### src/rtl/struct_fifo.sv
// DEPTH-entry FIFO for channel-tagged records; simultaneous read and write on a full FIFO is legal.
// Storage is not reset, only the pointers and occupancy.
module struct_fifo #(
    parameter int WIDTH = 11,
    parameter int DEPTH = 4
) (
    input  logic                       clock,
    input  logic                       clear,
    input  logic                       wr_en,
    input  logic [WIDTH-1:0]           wr_data,
    input  logic                       rd_en,
    output logic [WIDTH-1:0]           rd_data,
    output logic                       full,
    output logic                       empty,
    output logic [$clog2(DEPTH+1)-1:0] count
);

    localparam int PTR_W = $clog2(DEPTH);
    localparam int OCC_W = $clog2(DEPTH + 1);

    logic [WIDTH-1:0] mem [DEPTH];
    logic [PTR_W-1:0] wr_ptr;
    logic [PTR_W-1:0] rd_ptr;
    logic             do_wr;
    logic             do_rd;

    assign full    = (count == OCC_W'(DEPTH));
    assign empty   = (count == '0);
    assign do_rd   = rd_en && !empty;
    assign do_wr   = wr_en && (!full || do_rd);
    assign rd_data = mem[rd_ptr];

    always_ff @(posedge clock) begin
        if (do_wr) begin
            mem[wr_ptr] <= wr_data;
        end
    end

    // DEPTH is a power of two, so the pointers wrap naturally.
    always_ff @(posedge clock or posedge clear) begin
        if (clear) begin
            wr_ptr <= '0;
            rd_ptr <= '0;
            count  <= '0;
        end else begin
            if (do_wr) begin
                wr_ptr <= wr_ptr + PTR_W'(1);
            end
            if (do_rd) begin
                rd_ptr <= rd_ptr + PTR_W'(1);
            end
            case ({do_wr, do_rd})
                2'b10:   count <= count + OCC_W'(1);
                2'b01:   count <= count - OCC_W'(1);
                default: count <= count;
            endcase
        end
    end

endmodule

### config.mk
export PLATFORM = sky130hd
export DESIGN_NAME = struct_fifo
export DESIGN_NICKNAME = d
export VERILOG_FILES = /design/src/rtl/struct_fifo.sv
export SDC_FILE = /design/constraint.sdc
export NUM_CORES = 1
export LEC_CHECK = 0
export ABC_AREA = 1
export CORE_MARGIN = 3
export CORE_UTILIZATION = 48
export CTS_CLUSTER_SIZE = 12
export DETAILED_ROUTE_END_ITERATION = 6
export PLACE_DENSITY = 0.82
export SYNTH_ARGS = -nofsm -noshare
export SYNTH_HDL_FRONTEND = slang
export SYNTH_SLANG_ARGS = --single-unit
export TNS_END_PERCENT = 1
### constraint.sdc
create_clock -name clock -period 1.6 [get_ports clock]
set_input_delay 0.24 -clock clock [delete_from_list [all_inputs] [get_ports clock]]
set_output_delay 0.24 -clock clock [all_outputs]
set_load 0.03 [all_outputs]
==> summary.md <==
| Metric | Value |
|---|---|
| Result of the run | `finished, violations left` |
| Failing checks | `setup timing` |
| Tightest Hold Check Type | `in -> async` |
| Number of antenna-violating nets in the routed design | `0` |
| Worst Path Buf+Inv | `2` |
| Static Leak | `1.04 nW` |
| FF-to-FF setup slack | `0.14 ns` |
| Global-route wire length before repair | `6610 um` |
| Layout cell share with drive strength beyond 1 | `23.7%` |
| Cell Chain, Critical Path | `buf_12, o21ai_1, o22ai_1, buf_4` |
| Number of levels in the clock H-tree | `2` |
| Total clock sinks | `51` |
| Tcrit/Tclk final | `104%` |
| Library cell used as clock root buffer | `sky130_fd_sc_hd__clkbuf_8` |
| Reg2reg start | `count[0]$_DFFE_PP0P_` |
| Total overflow reported by the global router | `0` |
| Total GRT Usage | `16.7%` |
| Transition time at the pin with the least slew margin | `0.306 ns` |
| Filler cells | `301` |
| Skew-Pair Late Insertion Delay | `0.30 ns` |
| YS warnings | `0` |
| Critical path fanouts, max | `23` |
| Die Span Y | `72.0 um` |
| Final net count | `230` |
| Total power per unit cell area | `1970 nW/um^2` |
| Post-layout total power | `0.00519 W` |
| IR drop worst, VDD | `1120 uV` |
| Port Buffers | `30` |
| Via count of the first global-routing pass | `1366` |
| Number of antenna violations at the first check in global routing | `0` |
| Kind of capture point of the worst setup path | `primary output` |
| Iter 0 DRT Violations | `111` |
| Flops & latches, synth | `51` |
| # rows | `23` |
| Area of the mapped netlist | `2090 sq um` |
| Arrival time of the worst setup path | `1.42 ns` |
| Total Die Area | `5190 sq um` |
| Most used flip-flop cell after synthesis | `sky130_fd_sc_hd__edfxtp_1` |
| Area inside the core boundary | `4120 sq um` |
| Delay of the slowest critical-path stage | `0.45 ns` |
| Number of detailed-route iterations in the first pass | `4` |
| Post-layout worst setup margin | `-0.0612 ns` |
| Mean Syn Cell Area | `12.8 sq um` |
| Effective utilization at floorplan | `50.8%` |
| Max-Cap Viols | `0` |
| R2R depth | `8` |
| Maximum number of pins on one net before global-route repair | `24` |
| Final Critical Period | `1.66 ns` |
| Total area of multi-input combinational cells | `523 sq um` |
| Total CTS buffers | `5` |
| Worst max-slew margin expressed relative to the limit | `79.7%` |
| Post-synth EDFFs | `44` |
| Clock skew | `0.00826 ns` |
| Maximum root-to-sink buffer count | `2` |
| Worst-path clk slew | `0.08 ns` |
| Clock tree from TritonCTS | `done` |
| Kind of cell adding the most delay to the critical path | `flip-flops` |
| Sequential cell area | `1500 sq um` |
| Cell with the largest stage delay on the worst path | `sky130_fd_sc_hd__dfrtp_2` |
| Proportion of synthesized chip area in sequential cells | `71.5%` |
| Proportion of register bits with asynchronous set or reset after synthesis | `13.7%` |
| Area fraction of the dominant cell type after synthesis | `63.2%` |
| Synthesized netlist net count | `183` |
| Post-synth top cells | `sky130_fd_sc_hd__edfxtp_1, sky130_fd_sc_hd__nor2_1, sky130_fd_sc_hd__o21ai_0` |
| Worst endpoint required time | `1.36 ns` |
| Layout overhead on the synthesized area | `26.2%` |
| DRT Wirelength | `3970 um` |
| Total via count after detailed routing | `1348` |
| Tightest hold margin | `0.168 ns` |
| Number of pins with negative max-slew slack in the final report | `0` |
| Routed length per instance | `15.2 um` |
| Top cells by area, synth | `sky130_fd_sc_hd__edfxtp_1, sky130_fd_sc_hd__dfrtp_1, sky130_fd_sc_hd__nor2_1` |
| Cell type with the highest aggregate area in the netlist | `sky130_fd_sc_hd__edfxtp_1` |
| Remaining design rule violation count | `0` |
| Post-synthesis instance total | `163` |
| RSZ-0062 raised after global routing | `true` |
| Overall die width | `72.0 um` |
| Unique masters post-synth | `23` |
| Most frequently used cell type in the post-synthesis netlist | `sky130_fd_sc_hd__edfxtp_1` |
| Kind of launch point of the worst setup path | `flip-flop` |
| HPWL Detailed | `2860 um` |
| Count of final hold-check violations | `0` |
| Achievable Freq | `602 MHz` |
| Final estimated routing congestion in global placement | `0.803` |
| Number of top-level pins | `31` |
| Final Util | `64.2%` |
| Number of failing setup endpoints in the final timing report | `8` |
| Critical R2R Capture | `count[2]$_DFFE_PP0P_` |
| Count of antenna diodes in the layout | `0` |
| Type of the worst setup path | `reg -> out` |
| Hold-fix buffers, CTS | `0` |
| Vias per inst | `5.16` |
[stage by stage]
| step | TNS [ns] | instance area (sq um) | instances | worst slack (ns) |
|---|---|---|---|---|
| after floorplan | -4.72 | 2090 | 163 | -0.107 |
| after global placement | -0.0753 | 2510 | 253 | -0.00933 |
| after detailed placement | -1.07 | 2510 | 253 | -0.0766 |
| after CTS | -0.168 | 2620 | 261 | -0.0741 |
| after global routing | -0.981 | 2640 | 261 | -0.135 |
| final | -0.210 | 2640 | 261 | -0.0612 |
[per-layer routing]
metal	track usage (%)	share of wire [%]	vias to the layer above
met3	2.77	2.8	4
met1	22.0	44	656
met5	0	0	-
li1	-	-	664
met2	28.5	52	24
met4	5.64	1.2	0
[flip-flops by register name (all words and copies together) (netlist names)]
register,count
count,3
mem,44
rd_ptr,2
wr_ptr,2
[how the worst max path moves through the flow]
stage	startpoint	cells past startpoint	endpoint
global route	rd_ptr[0]$_DFFE_PP0N_	4	rd_data[1]
global placement	rd_en	5	mem[1][3]$_DFFE_PP_
floorplan	count[0]$_DFFE_PP0P_	4	mem[0][0]$_DFFE_PP_
finish	rd_ptr[0]$_DFFE_PP0N_	4	rd_data[1]
detailed placement	rd_en	5	mem[0][9]$_DFFE_PP_
CTS	rd_ptr[0]$_DFFE_PP0N_	4	rd_data[8]
[power breakdown]
group | total (W) | switching, W | internal, W
logic | 0.00256 | 0.00162 | 0.000940
clock network | 0.000712 | 0.000407 | 0.000305
registers | 0.00192 | 0.000149 | 0.00177
[final cells by class]
| type | instances | area share [%] |
|---|---|---|
| multi-input combinational | 90 | 19.8 |
| clock buffer | 5 | 2.61 |
| timing repair buffer | 46 | 15.2 |
| tap | 50 | 2.37 |
| clock inverter | 3 | 0.758 |
| inverter | 16 | 2.56 |
| sequential | 51 | 56.7 |
[repair_timing]
item / 4_1_cts / 5_1_grt
setup endpoints to repair: 14 / 11
buffers inserted: 0 / 0
endpoints found under the hold margin: 0 / 0
resized for setup: 16 / 5
[worst reg2reg max path: stages, from the launching register on]
cell                       delay (ns)
sky130_fd_sc_hd__dfrtp_1         0.44
sky130_fd_sc_hd__nor2_4          0.07
sky130_fd_sc_hd__nand2_2         0.10
sky130_fd_sc_hd__nand3b_2        0.10
sky130_fd_sc_hd__fa_1            0.39
sky130_fd_sc_hd__inv_1           0.06
sky130_fd_sc_hd__nand2_1         0.06
sky130_fd_sc_hd__nand3_1         0.07
sky130_fd_sc_hd__nand2_1         0.05
[cell families after synthesis]
| group | share of synthesized area, % |
|---|---|
| fa+ha+maj | 3.35 |
| xor+xnor | 0.837 |
| simple gates | 9.99 |
| compound gates | 10.0 |
| flops | 71.5 |
| buf+inv | 4.25 |
[placed cells by master, fill, tap and decap left out, drive strengths merged]
master / Yosys / final
a21oi: 2 / 2
buf: 4 / 29
clkbuf: 2 / 5
clkdlybuf4s50: 0 / 14
clkinv: 0 / 2
clkinvlp: 0 / 1
dfrtp: 7 / 7
dlygate4sd2: 0 / 3
edfxtp: 44 / 44
fa: 1 / 1
ha: 4 / 4
inv: 16 / 16
nand2: 12 / 12
nand3: 3 / 3
nand3b: 1 / 1
nor2: 30 / 30
o21ai: 24 / 24
o22ai: 11 / 11
xor2: 2 / 2
Note: power is estimated with default switching activity, not from simulation.
